==> config.mk <==
export PLATFORM = sky130hd
export DESIGN_NAME = alu_vec_driver
export DESIGN_NICKNAME = d
export VERILOG_FILES = /design/src/rtl/alu_vec_driver.sv
export SDC_FILE = /design/constraint.sdc
export NUM_CORES = 1
export LEC_CHECK = 0
export ABC_AREA = 0
export BUFFER_PORTS_ARGS = -buffer_cell sky130_fd_sc_hd__buf_2
export CAP_MARGIN = 40
export CORE_AREA = 3 3 368 370
export CTS_CLUSTER_SIZE = 20
export DETAILED_ROUTE_END_ITERATION = 12
export DIE_AREA = 0 0 371 373
export PLACE_DENSITY = 0.39
export SETUP_SLACK_MARGIN = 0.4
export SLEW_MARGIN = 20
export SYNTH_ARGS = -nofsm -noshare
export SYNTH_HDL_FRONTEND = slang
export SYNTH_SLANG_ARGS = --single-unit
==> constraint.sdc <==
create_clock -name clk -period 2.1 [get_ports clk]
set_input_delay 0.42 -clock clk [delete_from_list [all_inputs] [get_ports clk]]
set_output_delay 0.42 -clock clk [all_outputs]
set_load 0.01 [all_outputs]
==> src/rtl/alu_vec_driver.sv <==
// alu_vec_driver: sequencing initiator for the combinational vector ALU.
// Registers operands, waits a per-opcode settle count, returns a response.
module alu_vec_driver #(
    parameter int WIDTH_V    = 128,
    parameter int BITS_INDEX = 8,
    parameter int TAG_W      = 4,
    parameter int WAIT_FAST  = 1,
    parameter int WAIT_MUL   = 2
) (
    input  logic                           clk,
    input  logic                           rst,
    input  logic                           req_valid,
    output logic                           req_ready,
    input  logic [WIDTH_V-1:0]             req_a,
    input  logic [WIDTH_V-1:0]             req_b,
    input  logic [BITS_INDEX-1:0]          req_c,
    input  logic [2:0]                     req_opcode,
    input  logic                           req_flag_scalar,
    input  logic [TAG_W-1:0]               req_tag,
    output logic [WIDTH_V-1:0]             alu_a,
    output logic [WIDTH_V-1:0]             alu_b,
    output logic [BITS_INDEX-1:0]          alu_c,
    output logic [2:0]                     alu_opcode,
    output logic                           alu_flag_scalar,
    input  logic [WIDTH_V-1:0]             alu_result,
    input  logic [(WIDTH_V/BITS_INDEX)*4-1:0] alu_flags,
    output logic                           rsp_valid,
    input  logic                           rsp_ready,
    output logic [WIDTH_V-1:0]             rsp_result,
    output logic [(WIDTH_V/BITS_INDEX)*4-1:0] rsp_flags,
    output logic [TAG_W-1:0]               rsp_tag,
    output logic                           rsp_err
);

    localparam int NUM_INSTANCES = WIDTH_V / BITS_INDEX;
    localparam int FLAG_W        = NUM_INSTANCES * 4;
    localparam int WAIT_MAX      = (WAIT_MUL > WAIT_FAST) ? WAIT_MUL : WAIT_FAST;
    localparam int CNT_W         = (WAIT_MAX > 1) ? $clog2(WAIT_MAX) : 1;
    localparam logic [CNT_W-1:0] CNT_MUL  = CNT_W'(WAIT_MUL - 1);
    localparam logic [CNT_W-1:0] CNT_FAST = CNT_W'(WAIT_FAST - 1);

    typedef enum logic [1:0] {
        S_IDLE,
        S_DRIVE,
        S_HOLD
    } state_t;

    state_t           r_state;
    logic [CNT_W-1:0] r_cnt;
    logic [TAG_W-1:0] r_tag;

    logic w_accept;
    logic w_legal;

    // Ready when idle, or when the held response retires this cycle.
    always_comb begin
        req_ready = (r_state == S_IDLE) ||
                    ((r_state == S_HOLD) && rsp_ready);
        w_accept  = req_valid && req_ready;
        w_legal   = (req_opcode == 3'b000) || (req_opcode == 3'b001) ||
                    (req_opcode == 3'b010) || (req_opcode == 3'b111);
    end

    // Main sequencer: accept, settle, capture, hold until drained.
    always_ff @(posedge clk) begin
        if (rst) begin
            r_state         <= S_IDLE;
            r_cnt           <= '0;
            r_tag           <= '0;
            alu_a           <= '0;
            alu_b           <= '0;
            alu_c           <= '0;
            alu_opcode      <= '0;
            alu_flag_scalar <= 1'b0;
            rsp_valid       <= 1'b0;
            rsp_result      <= '0;
            rsp_flags       <= '0;
            rsp_tag         <= '0;
            rsp_err         <= 1'b0;
        end else if (w_accept) begin
            if (w_legal) begin
                alu_a           <= req_a;
                alu_b           <= req_b;
                alu_c           <= req_c;
                alu_opcode      <= req_opcode;
                alu_flag_scalar <= req_flag_scalar;
                r_tag           <= req_tag;
                r_cnt           <= (req_opcode == 3'b000) ? CNT_MUL : CNT_FAST;
                rsp_valid       <= 1'b0;
                r_state         <= S_DRIVE;
            end else begin
                // Illegal opcode: the ALU is never touched.
                rsp_result <= '0;
                rsp_flags  <= '0;
                rsp_tag    <= req_tag;
                rsp_err    <= 1'b1;
                rsp_valid  <= 1'b1;
                r_state    <= S_HOLD;
            end
        end else begin
            case (r_state)
                S_DRIVE: begin
                    if (r_cnt != '0) begin
                        r_cnt <= r_cnt - 1'b1;
                    end else begin
                        rsp_result <= alu_result;
                        rsp_flags  <= alu_flags[FLAG_W-1:0];
                        rsp_tag    <= r_tag;
                        rsp_err    <= 1'b0;
                        rsp_valid  <= 1'b1;
                        r_state    <= S_HOLD;
                    end
                end
                S_HOLD: begin
                    if (rsp_ready) begin
                        rsp_valid <= 1'b0;
                        r_state   <= S_IDLE;
                    end
                end
                default: r_state <= S_IDLE;
            endcase
        end
    end

endmodule

# == Word-level counts from Yosys, hierarchy flattened ==
# Cells that the tools add are included.
# word_totals
latchBits,0
in_bits,468
romBits,0
mem_bits_rw,0
n_memories,0
out_inout_bits,467
elab_cells,70
reg_bits,473
# classes
div,0
n_eq_ne,10
n_reduce_logical,15
multipliers,0
order_cmp,0
shifts,0
bitwise,0
n_addsub,1
mux,31
# op_table
op,n
$mux W128,4
$mux W64,4
$mux W4,4
$mux W1,13
$mux W2,4
$ne A3 B3 Y1 const B,2
$reduce_and A2 Y1,3
$reduce_and A3 Y1,2
$logic_or A1 B1 Y1,4
$ne A2 B1 Y1 const B,2
$pmux W2 S2,1
$eq A3 B1 Y1 const B,1
$eq A3 B2 Y1 const B,1
$eq A3 B3 Y1 const B,1
$logic_not A3 Y1,1
$reduce_bool A3 Y1,1
$eq A2 B1 Y1 const B,1
$eq A2 B2 Y1 const B,1
$logic_and A1 B1 Y1,2
$logic_not A2 Y1,1
$ne A2 B2 Y1 const B,1
$pmux W1 S2,1
$reduce_bool A2 Y1,1
$sub A1 B1 Y1 const B,1

# == Depth between registers and ports, before layout ==
# Gate-level depths: netlist (run 1).
# logic_depth
word_depth,6
ltp_mapped,8

# == Worst setup path before layout (run 1) ==
# No wires, ideal clock.
# synth_path
path_type,flip-flop to flip-flop
startpoint,register r_state[1]
endpoint,register alu_a[0]
path_slack_ns,0.228
period_less_slack_ns,1.872
required_ns,1.968
arrival_time_ns,1.740
setup_ns,0.132
path_stages_with_launch,9
cell_sequence,dfxtp_1 buf_2 nor2b_2 or4_1 buf_2 buf_2 buf_2 nand2_1 a21oi_1
# synth_via
elab_chain_len,5
word_cells_on_any_way,6
cone_classes,eq/ne (1); reduce/logical (5)
# synth_rtl
element,line_no,rtl
start: declaration,48,state_t r_state;
start signal: assignment,67,r_state <= S_IDLE;
start signal: assignment,90,r_state <= S_DRIVE;
start signal: assignment,98,r_state <= S_HOLD;
$eq A2 B2 Y1,58,((r_state == S_HOLD) && rsp_ready);
$logic_and A1 B1 Y1,58,
$logic_or A1 B1 Y1 *,57,req_ready = (r_state == S_IDLE) ||
$logic_and A1 B1 Y1 *,59,w_accept = req_valid && req_ready;
$reduce_and A2 Y1 (no source line) *,--,
end signal: assignment,82,alu_a <= req_a;
end: declaration,20,"output logic [WIDTH_V-1:0] alu_a,"
# Every way passes the cells marked *; elsewhere a longest branch is shown, timed or not.
# A chain may end at the register's enable or synchronous reset.

# == Worst setup path in the final report (run 1) ==
# layout_path
startpoint,register r_state[0]
endpoint,register alu_a[84]
# The elaborated chain is that of the path after synthesis.

==> flow_metrics.env, run 1 <==
export IMPL_status="finished, final reports clean"
export IMPL_area_growth_pct=93.41
export IMPL_first_global_vias=19949
export IMPL_rr_startpoint="r_state[0]"
export IMPL_rsz0062_at_grt="true"
export IMPL_cts_root_buffer="clkbuf_16"
export IMPL_grt_overflow_total=0
export IMPL_initial_utilization_pct=12.47
export IMPL_drtIter0Drc=909
export IMPL_worst_setup_path_type="flop to flop"
export IMPL_syn_nets=2564
export IMPL_wire_per_inst_um=19.53
export IMPL_crit_start="r_state[0]"
export IMPL_stdcell_area_um2=32080
export IMPL_tightest_slew_ns=0.3416
export IMPL_synth_top_flop_cell="dfxtp_1"
export IMPL_clockBufferDepth=3
export IMPL_cts_clk_slew_worst_paths_ns=0.06
export IMPL_yosys_cell_types_count=29
export IMPL_avgSynthCellArea_um2=7.913
export IMPL_setup_violations=0
export IMPL_drcViolationCount=0
export IMPL_arrival_ns=2.36
export IMPL_ys_warn_count=0
export IMPL_grt_max_degree=119
export IMPL_slew_headroom_pct=77.22
export IMPL_power_density_nw_per_um2=778.4
export IMPL_wl_um=103300
export IMPL_ys_seq_elements=473
export IMPL_placed_cell_area_um2=23960
export IMPL_start_kind="flop"
export IMPL_core_um2=133000
export IMPL_vias_per_cell=3.797
export IMPL_fmax_mhz=544.2
export IMPL_finClkSkew_ns=0.01812
export IMPL_layout_drive_gt1_share_pct=39.09
export IMPL_setup_tns_final_ns=0
export IMPL_place_hpwl_um=73000
export IMPL_numCtsBuffers=60
export IMPL_grt_pass1_wl_um=137900
export IMPL_path_cells="nand2b_4, or4_4, buf_12, buf_16, clkbuf_16, nand2_2, a21oi_2"
export IMPL_grt_usage_pct=13.33
export IMPL_p_leak_uw=0.01391
export IMPL_ir_drop_v=0.0006293
export IMPL_crit_fanout=7
export IMPL_synth_cells=2096
export IMPL_rows=134
export IMPL_synth_edff_count=0
export IMPL_place_gp_congestion=0.8145
export IMPL_portBuffers=934
export IMPL_power_uw=24970
export IMPL_ys_top_cells_by_count="nand2_1, dfxtp_1, a21oi_1, nand3_1, clkbuf_1"
export IMPL_worstSetupEndpointType="flop"
export IMPL_yosys_area_top_type="dfxtp_1"
export IMPL_drt_first_pass_iters=5
export IMPL_die_area_um2=138400
export IMPL_clock_sinks=473
export IMPL_min_path_type="input port to flop"
export IMPL_async_reset_ff_share_pct=0
export IMPL_hp_start="req_b[4]"
export IMPL_yosys_top_cells_area="dfxtp_1, nand2_1, a21oi_1"
export IMPL_finalNetCount=3918
export IMPL_finalCritPeriodShare_pct=87.50
export IMPL_slew_violations=0
export IMPL_hold_viol=0
export IMPL_cp_slowest_cell="or4_4"
export IMPL_cts_tree="done"
export IMPL_cp_data_required_time_ns=2.62
export IMPL_fp_dieH_um=373
export IMPL_synth_top_area_share_pct=57.10
export IMPL_synthesis_area_um2=16580
export IMPL_clk_latency_ns=0.65
export IMPL_die_w_um=371
export IMPL_antenna_left=0
export IMPL_antenna_found_initial=39
export IMPL_htreeDepth=2
export IMPL_ys_seq_area_share_pct=57.10
export IMPL_drv_cap=0
export IMPL_routed_via_count=20085
export IMPL_critPathMaxStageDelay_ns=0.59
export IMPL_io_pins=935
export IMPL_post_route_min_period_ns=1.837
export IMPL_synth_most_common_cell="nand2_1"
-- worst max-delay path: cells and delay by family, from the launching register on --
family	cells	cell delay [ns]
flip-flops	1	0.33
AND/OR/NAND/NOR	3	0.81
AO/OA/AOI/OAI	1	0.05
buffers and inverters	3	0.53
-- kinds of logic (layout without fill, tap and decap cells) --
logic type / after synthesis / in the layout / share of synthesized area [%]
AO/OA/AOI/OAI: 486 / 486 / 14.90
AND/OR/NAND/NOR: 949 / 949 / 23.27
buffers and inverters: 183 / 1589 / 4.429
other: 0 / 20 / 0
flip-flops: 473 / 473 / 57.10
multiplexers: 5 / 5 / 0.3093
-- through the flow --
| step | util, % | setup slack [ns] | hold WS [ns] | instances |
|---|---|---|---|---|
| floorplan | - | 0.4001 | 0.4357 | 2096 |
| global placement | 18.02 | 0.04527 | 0.4352 | 4716 |
| detailed placement | 18.02 | 0.04724 | 0.4415 | 4716 |
| CTS | 23.27 | 0.2020 | 0.00005373 | 5241 |
| global route | 24.11 | 0.2333 | 0.01429 | 5281 |
| finish | 24.13 | 0.2626 | 0.06242 | 5290 |
-- power breakdown --
| group | leakage (µW) | internal, µW | switching [µW] |
|---|---|---|---|
| clock | 0.00106 | 6510 | 4480 |
| combinational | 0.00898 | 2060 | 2230 |
| sequential | 0.00386 | 9420 | 273 |
| total | 0.0139 | 18000 | 6980 |
-- metal layers --
metal | vias to the layer above | track usage (%) | share of wire (%)
met1 | 9501 | 15.16 | 39
met2 | 702 | 23.27 | 49
met5 | - | 0 | 0.14
met3 | 159 | 4.286 | 8.0
met4 | 22 | 4.638 | 3.3
li1 | 9701 | - | -
-- sequential cells by signal, summed over array words and instances (netlist names), 2 cells and up --
name / cells
r_tag: 4
alu_opcode: 3
rsp_result: 128
alu_c: 8
alu_a: 128
alu_b: 128
rsp_tag: 4
r_state: 2
rsp_flags: 64
-- layout by cell type (no fill, tap or decap), types with 5 or more instances in the layout --
cell type and count:
buf_2 910, nand2_1 652, dfxtp_1 447, a21oi_1 414, dlygate4sd3_1 389, nand3_1 193
clkbuf_16 76, buf_4 71, a21oi_2 56, nand2_4 53, buf_12 40, nand2_2 32
buf_16 21, diode_2 20, clkinv_2 20, dfxtp_2 19, buf_6 19, clkbuf_8 16
dfxtp_4 7, nor2_1 6, bufinv_16 5
-- area by class of cell --
cell class | count | area (µm²)
repair buffers | 1470 | 11040
fillers | 14811 | 100900
multi-input cells | 1440 | 7123
inverters | 5 | 18.77
clock buffers | 81 | 1762
flip-flops and latches | 473 | 9519
well taps | 1768 | 2212
diodes | 20 | 50.05
clock inverters | 33 | 350.3
-- timing repair --
action / 4_1_cts / 5_1_grt
buffers inserted: 10 / 9
hold buffers: 389 / 0
gates cloned: 12 / 20
gates resized for setup: 176 / 149
setup endpoints to repair: 316 / 436
endpoints found under the hold margin: 389 / 0
pin swaps: 105 / 45
-- path summary, 6_finish.rpt --
path,cells after the start,endpoint,slack (ns)
max,7,alu_a[84],0.26
min reg2reg,2,alu_a[37],0.45
min,3,alu_b[4],0.06
max reg2reg,7,alu_a[84],0.26
Power figures use the tool's default switching activity.
==> inputs of run 2 (changes only) <==
SETUP_SLACK_MARGIN = 0.1   (was 0.4)
SLEW_MARGIN = not set   (was 20)
==> run 2 against run 1 <==
Compared with the run above: fmax decreased by 2.6%; via count decreased by 2.4%; die area unchanged; sequential power decreased by 0.4%; largest power group unchanged.
==> flow_metrics.env, run 2 (synthesis gave the netlist of run 1 again) <==
export IMPL_rows=134
export IMPL_ir_drop_v=0.0006520
export IMPL_antenna_found_initial=48
export IMPL_drt_first_pass_iters=8
export IMPL_crit_fanout=48
export IMPL_slew_violations=0
export IMPL_hold_viol=0
export IMPL_cp_data_required_time_ns=2.61
export IMPL_crit_top_cell="buf_12"
export IMPL_clock_sinks=473
export IMPL_start_kind="flop"
export IMPL_cp_buffers_inverters=2
export IMPL_tightest_slew_ns=0.5564
export IMPL_drtIter0Drc=893
export IMPL_grt_usage_pct=12.89
export IMPL_dp_slack_ns=-0.05345
export IMPL_cp_slowest_cell="or4_4"
export IMPL_antenna_left=0
export IMPL_worst_setup_path_type="flop to flop"
export IMPL_layout_area_seq_um2=9469
export IMPL_finalNetCount=3890
export IMPL_numCtsBuffers=59
export IMPL_path_cells="nand2b_1, or4_4, buf_12, buf_12, nand2_1, a21oi_1"
export IMPL_p_sw_uw=6360
export IMPL_p_sw_share_pct=27.27
export IMPL_multiInputGateArea_um2=6402
export IMPL_power_density_nw_per_um2=776.7
export IMPL_place_gp_congestion=0.7978
export IMPL_slew_headroom_pct=62.91
export IMPL_top_regs="alu_a (128), alu_b (128), rsp_result (128)"
export IMPL_die_w_um=371
export IMPL_portBuffers=934
export IMPL_arrival_ns=2.40
export IMPL_clk_latency_ns=0.65
export IMPL_grt_pass1_wl_um=133800
export IMPL_wire_per_inst_um=17.89
export IMPL_place_hpwl_um=73190
export IMPL_post_route_min_period_ns=1.886
export IMPL_vias_per_cell=3.728
export IMPL_mostFrequentLayoutCell="buf_2"
export IMPL_setup_violations=0
export IMPL_min_path_type="input port to flop"
export IMPL_p_leak_uw=0.01297
export IMPL_cts_tree="done"
export IMPL_grt_max_degree=107
export IMPL_worst_slack_ns=0.2142
export IMPL_io_pins=935
export IMPL_p_comb_share_pct=15.5
export IMPL_power_uw=23320
export IMPL_first_global_vias=19832
export IMPL_layout_drive_gt1_share_pct=32.55
export IMPL_finClkSkew_ns=0.02640
export IMPL_cts_root_buffer="clkbuf_16"
export IMPL_worstSetupEndpointType="flop"
export IMPL_clock_power_share_pct=43.1
export IMPL_core_um2=133000
export IMPL_status="finished, final reports clean"
export IMPL_grt_overflow_total=0
export IMPL_die_area_um2=138400
export IMPL_routed_via_count=19611
export IMPL_htreeDepth=2
export IMPL_cts_clk_slew_worst_paths_ns=0.06
export IMPL_crit_family="simple AND/OR/NAND/NOR gates"
export IMPL_rsz0062_at_grt="false"
export IMPL_pwr_share_seq_pct=41.4
export IMPL_drv_cap=0
export IMPL_intPower_uw=16960
export IMPL_clockBufferDepth=3
export IMPL_area_growth_pct=81.06
export IMPL_initial_utilization_pct=12.47
export IMPL_critPathMaxStageDelay_ns=0.59
export IMPL_fmax_mhz=530.3
export IMPL_wl_um=94130
export IMPL_n_fill_cell=14923
export IMPL_fp_dieH_um=373
export IMPL_finalCritPeriodShare_pct=89.80
export IMPL_drcViolationCount=0
export IMPL_most_common_layout_cells="buf_2, nand2_1, dfxtp_1"
run 2: final timing paths:
kind,endpoint,cells after the start,slack (ns),start
min reg2reg,alu_a[73],2,0.45,alu_a[73]
min,rsp_result[35],3,0.07,alu_result[35]
max reg2reg,alu_b[112],6,0.21,r_state[0]
max,alu_b[112],6,0.21,r_state[0]
run 2: area by class of cell:
cell class	count	area share [%]
tap	1768	7.367
sequential	473	31.53
clock inverter	12	0.3917
inverter	5	0.06250
antenna	28	0.2333
timing repair buffer	1443	33.22
multi-input combinational	1440	21.32
clock buffer	92	5.871
run 2: routing by layer:
layer	part of all wire (%)	global-route usage [%]	vias to the layer above
li1	-	-	9610
met1	38	14.01	9109
met2	50	23.05	708
met3	7.9	3.938	170
met4	4.1	5.336	14
met5	0.088	0	-
run 2: stage by stage:
step | setup TNS [ns] | hold WS [ns] | utilization (%) | cell area [µm²] | cells
after floorplan | 0 | 0.4357 | - | 16580 | 2096
after global placement | -0.8618 | 0.4384 | 18.03 | 23970 | 4719
after detailed placement | -0.6072 | 0.4435 | 18.03 | 23970 | 4719
after CTS | 0 | 0.0002408 | 22.51 | 29930 | 5230
after global routing | 0 | 0.02120 | 22.57 | 30010 | 5252
final | 0 | 0.06731 | 22.58 | 30030 | 5261
run 2: worst register-to-register path: stages, from the launching register on:
cell	delay, ns
dfxtp_1	0.32
nand2b_1	0.24
or4_4	0.59
buf_12	0.18
buf_12	0.26
nand2_1	0.11
a21oi_1	0.06
run 2: what timing repair did:
item	4_1_cts	5_1_grt
gates resized for setup	1	1
buffers inserted	0	3
hold endpoints to repair	407	0
hold buffers	407	0
pin swaps	1	1
setup endpoints to repair	32	3
run 2: power by group through the flow:
stage                     registers (µW)  logic (µW)  clock network [µW]
after CTS                           9660        3690               10500
after global placement              9840        3040                   0
after global routing                9700        3980               10800
after floorplan                    10000        1070                   0
after detailed placement            9850        3040                   0
final                               9650        3620               10000
==> inputs of run 3 (changes only) <==
CORE_AREA = 3 3 366 368   (was 3 3 368 370)
DIE_AREA = 0 0 369 371   (was 0 0 371 373)
==> run 3 against run 2 <==
Compared with the run above: wire length shrank 0.57%; combinational power is essentially flat; die area down 1.1%; sequential power barely moved; via count decreased by 0.54%; clock power rose by 7%; sequential share of layout area is 0.13 points lower; highest routed layer unchanged.
==> flow_metrics.env, run 3 (synthesis gave the netlist of run 1 again) <==
export IMPL_cts_root_buffer="clkbuf_16"
export IMPL_drtIter0Drc=865
export IMPL_fmax_mhz=514.0
export IMPL_core_um2=131100
export IMPL_rr_startpoint="r_state[1]"
export IMPL_clock_sinks=473
export IMPL_r2r_slack_ns=0.18
export IMPL_clk_latency_ns=0.66
export IMPL_tightest_slew_ns=0.5289
export IMPL_slew_headroom_pct=64.74
export IMPL_most_common_layout_cells="buf_2, nand2_1, dfxtp_1"
export IMPL_routed_via_count=19506
export IMPL_place_gp_congestion=0.7877
export IMPL_ir_drop_v=0.0005655
export IMPL_path_cells="dlygate4sd3_1, buf_2, and3b_1, or4_4, buf_12, buf_4, nand2_1, a21oi_1"
export IMPL_drv_cap=0
export IMPL_crit_family="buffers and inverters"
export IMPL_slew_violations=0
export IMPL_finalCritPeriodShare_pct=92.64
export IMPL_rsz0062_at_grt="true"
export IMPL_drt_first_pass_iters=5
export IMPL_layout_drive_gt1_share_pct=32.92
export IMPL_crit_start="req_opcode[0]"
export IMPL_dp_slack_ns=0.01217
export IMPL_wl_um=93590
export IMPL_cts_tree="done"
export IMPL_grt_usage_pct=12.89
export IMPL_antenna_left=0
export IMPL_fp_dieH_um=371
export IMPL_top_regs="alu_a (128), alu_b (128), rsp_result (128)"
export IMPL_n_fill_cell=14819
export IMPL_area_growth_pct=81.83
export IMPL_start_kind="input port"
export IMPL_grt_max_degree=103
export IMPL_crit_end="alu_a[39]"
export IMPL_numCtsBuffers=61
export IMPL_crit_fanout=21
export IMPL_r2r_end="alu_a[39]"
export IMPL_grt_overflow_total=0
export IMPL_placed_cell_area_um2=23940
export IMPL_stdcell_area_um2=30160
export IMPL_portBuffers=934
export IMPL_worst_slack_ns=0.1545
export IMPL_worstRegToRegCells=7
export IMPL_cp_depth=8
export IMPL_critPathMaxStageDelay_ns=0.53
export IMPL_power_density_nw_per_um2=796.3
export IMPL_mostFrequentLayoutCell="buf_2"
export IMPL_die_area_um2=136900
export IMPL_hold_viol=0
export IMPL_initial_utilization_pct=12.65
export IMPL_die_w_um=369
export IMPL_min_path_type="input port to flop"
export IMPL_arrival_ns=2.45
export IMPL_cts_clk_slew_worst_paths_ns=0.06
export IMPL_first_global_vias=19650
export IMPL_setup_violations=0
export IMPL_rows=133
export IMPL_finClkSkew_ns=0.02430
export IMPL_cp_slowest_cell="dlygate4sd3_1"
export IMPL_status="finished, final reports clean"
export IMPL_timing_hold_ws_ns=0.07035
export IMPL_cp_buffers_inverters=4
export IMPL_worstSetupEndpointType="flop"
export IMPL_clockBufferDepth=3
export IMPL_drcViolationCount=0
export IMPL_utilization_pct=23.00
export IMPL_grt_pass1_wl_um=133100
export IMPL_cp_data_required_time_ns=2.61
export IMPL_htreeDepth=2
export IMPL_wire_per_inst_um=17.87
export IMPL_io_pins=935
export IMPL_finalNetCount=3898
export IMPL_setup_tns_final_ns=0
export IMPL_vias_per_cell=3.725
export IMPL_place_hpwl_um=72120
export IMPL_p_leak_uw=0.01311
export IMPL_worst_setup_path_type="input port to flop"
export IMPL_antenna_found_initial=20
export IMPL_post_route_min_period_ns=1.945
## run 3: final cells by class
type	instances	area [µm²]	share of cell area (%)
sequential	473	9469	31.40
timing repair buffer	1449	10020	33.24
clock inverter	25	282.8	0.9377
clock buffer	83	1749	5.800
antenna	6	15.01	0.04979
multi-input combinational	1440	6402	21.23
inverter	5	18.77	0.06224
tap	1755	2196	7.282
## run 3: metrics by stage
step                      total power, µW  std cells
after floorplan                     11100       2096
after global placement              12900       4709
after detailed placement            12910       4709
after CTS                           24550       5229
after global routing                25180       5236
final                               24010       5236
## run 3: what timing repair did
action / 4_1_cts / 5_1_grt
hold buffers: 412 / 0
setup endpoints to repair: 1 / 66
pin swaps: 0 / 0
buffers inserted: 0 / 1
endpoints found under the hold margin: 412 / 0
resized for setup: 2 / 5
## run 3: power by group
part / internal (µW) / switching (µW) / leakage (µW)
combinational: 1700 / 1940 / 0.00825
clock: 6400 / 4320 / 0.00101
sequential: 9420 / 227 / 0.00385
total: 17500 / 6490 / 0.0131
## run 3: tightest hold or removal path, cell delays in order
cell     delay, ns
buf_2         0.11
nand2_1       0.08
a21oi_1       0.07
## run 3: layer usage
layer  routed length, µm  GRT usage, %
met1               38220         15.07
met2               47150         23.20
met3                5940         3.414
met4                2196         3.238
met5                  72             0
## run 3: worst min-delay path by stage
stage | depth (start not counted) | end | startpoint
2_1_floorplan | 2 | r_tag[0] | r_tag[0]
3_3_place_gp | 2 | alu_a[122] | alu_a[122]
3_5_place_dp | 2 | alu_a[11] | alu_a[11]
4_1_cts | 3 | alu_b[33] | req_b[33]
5_1_grt | 3 | alu_b[16] | req_b[16]
6_report | 3 | rsp_result[59] | alu_result[59]
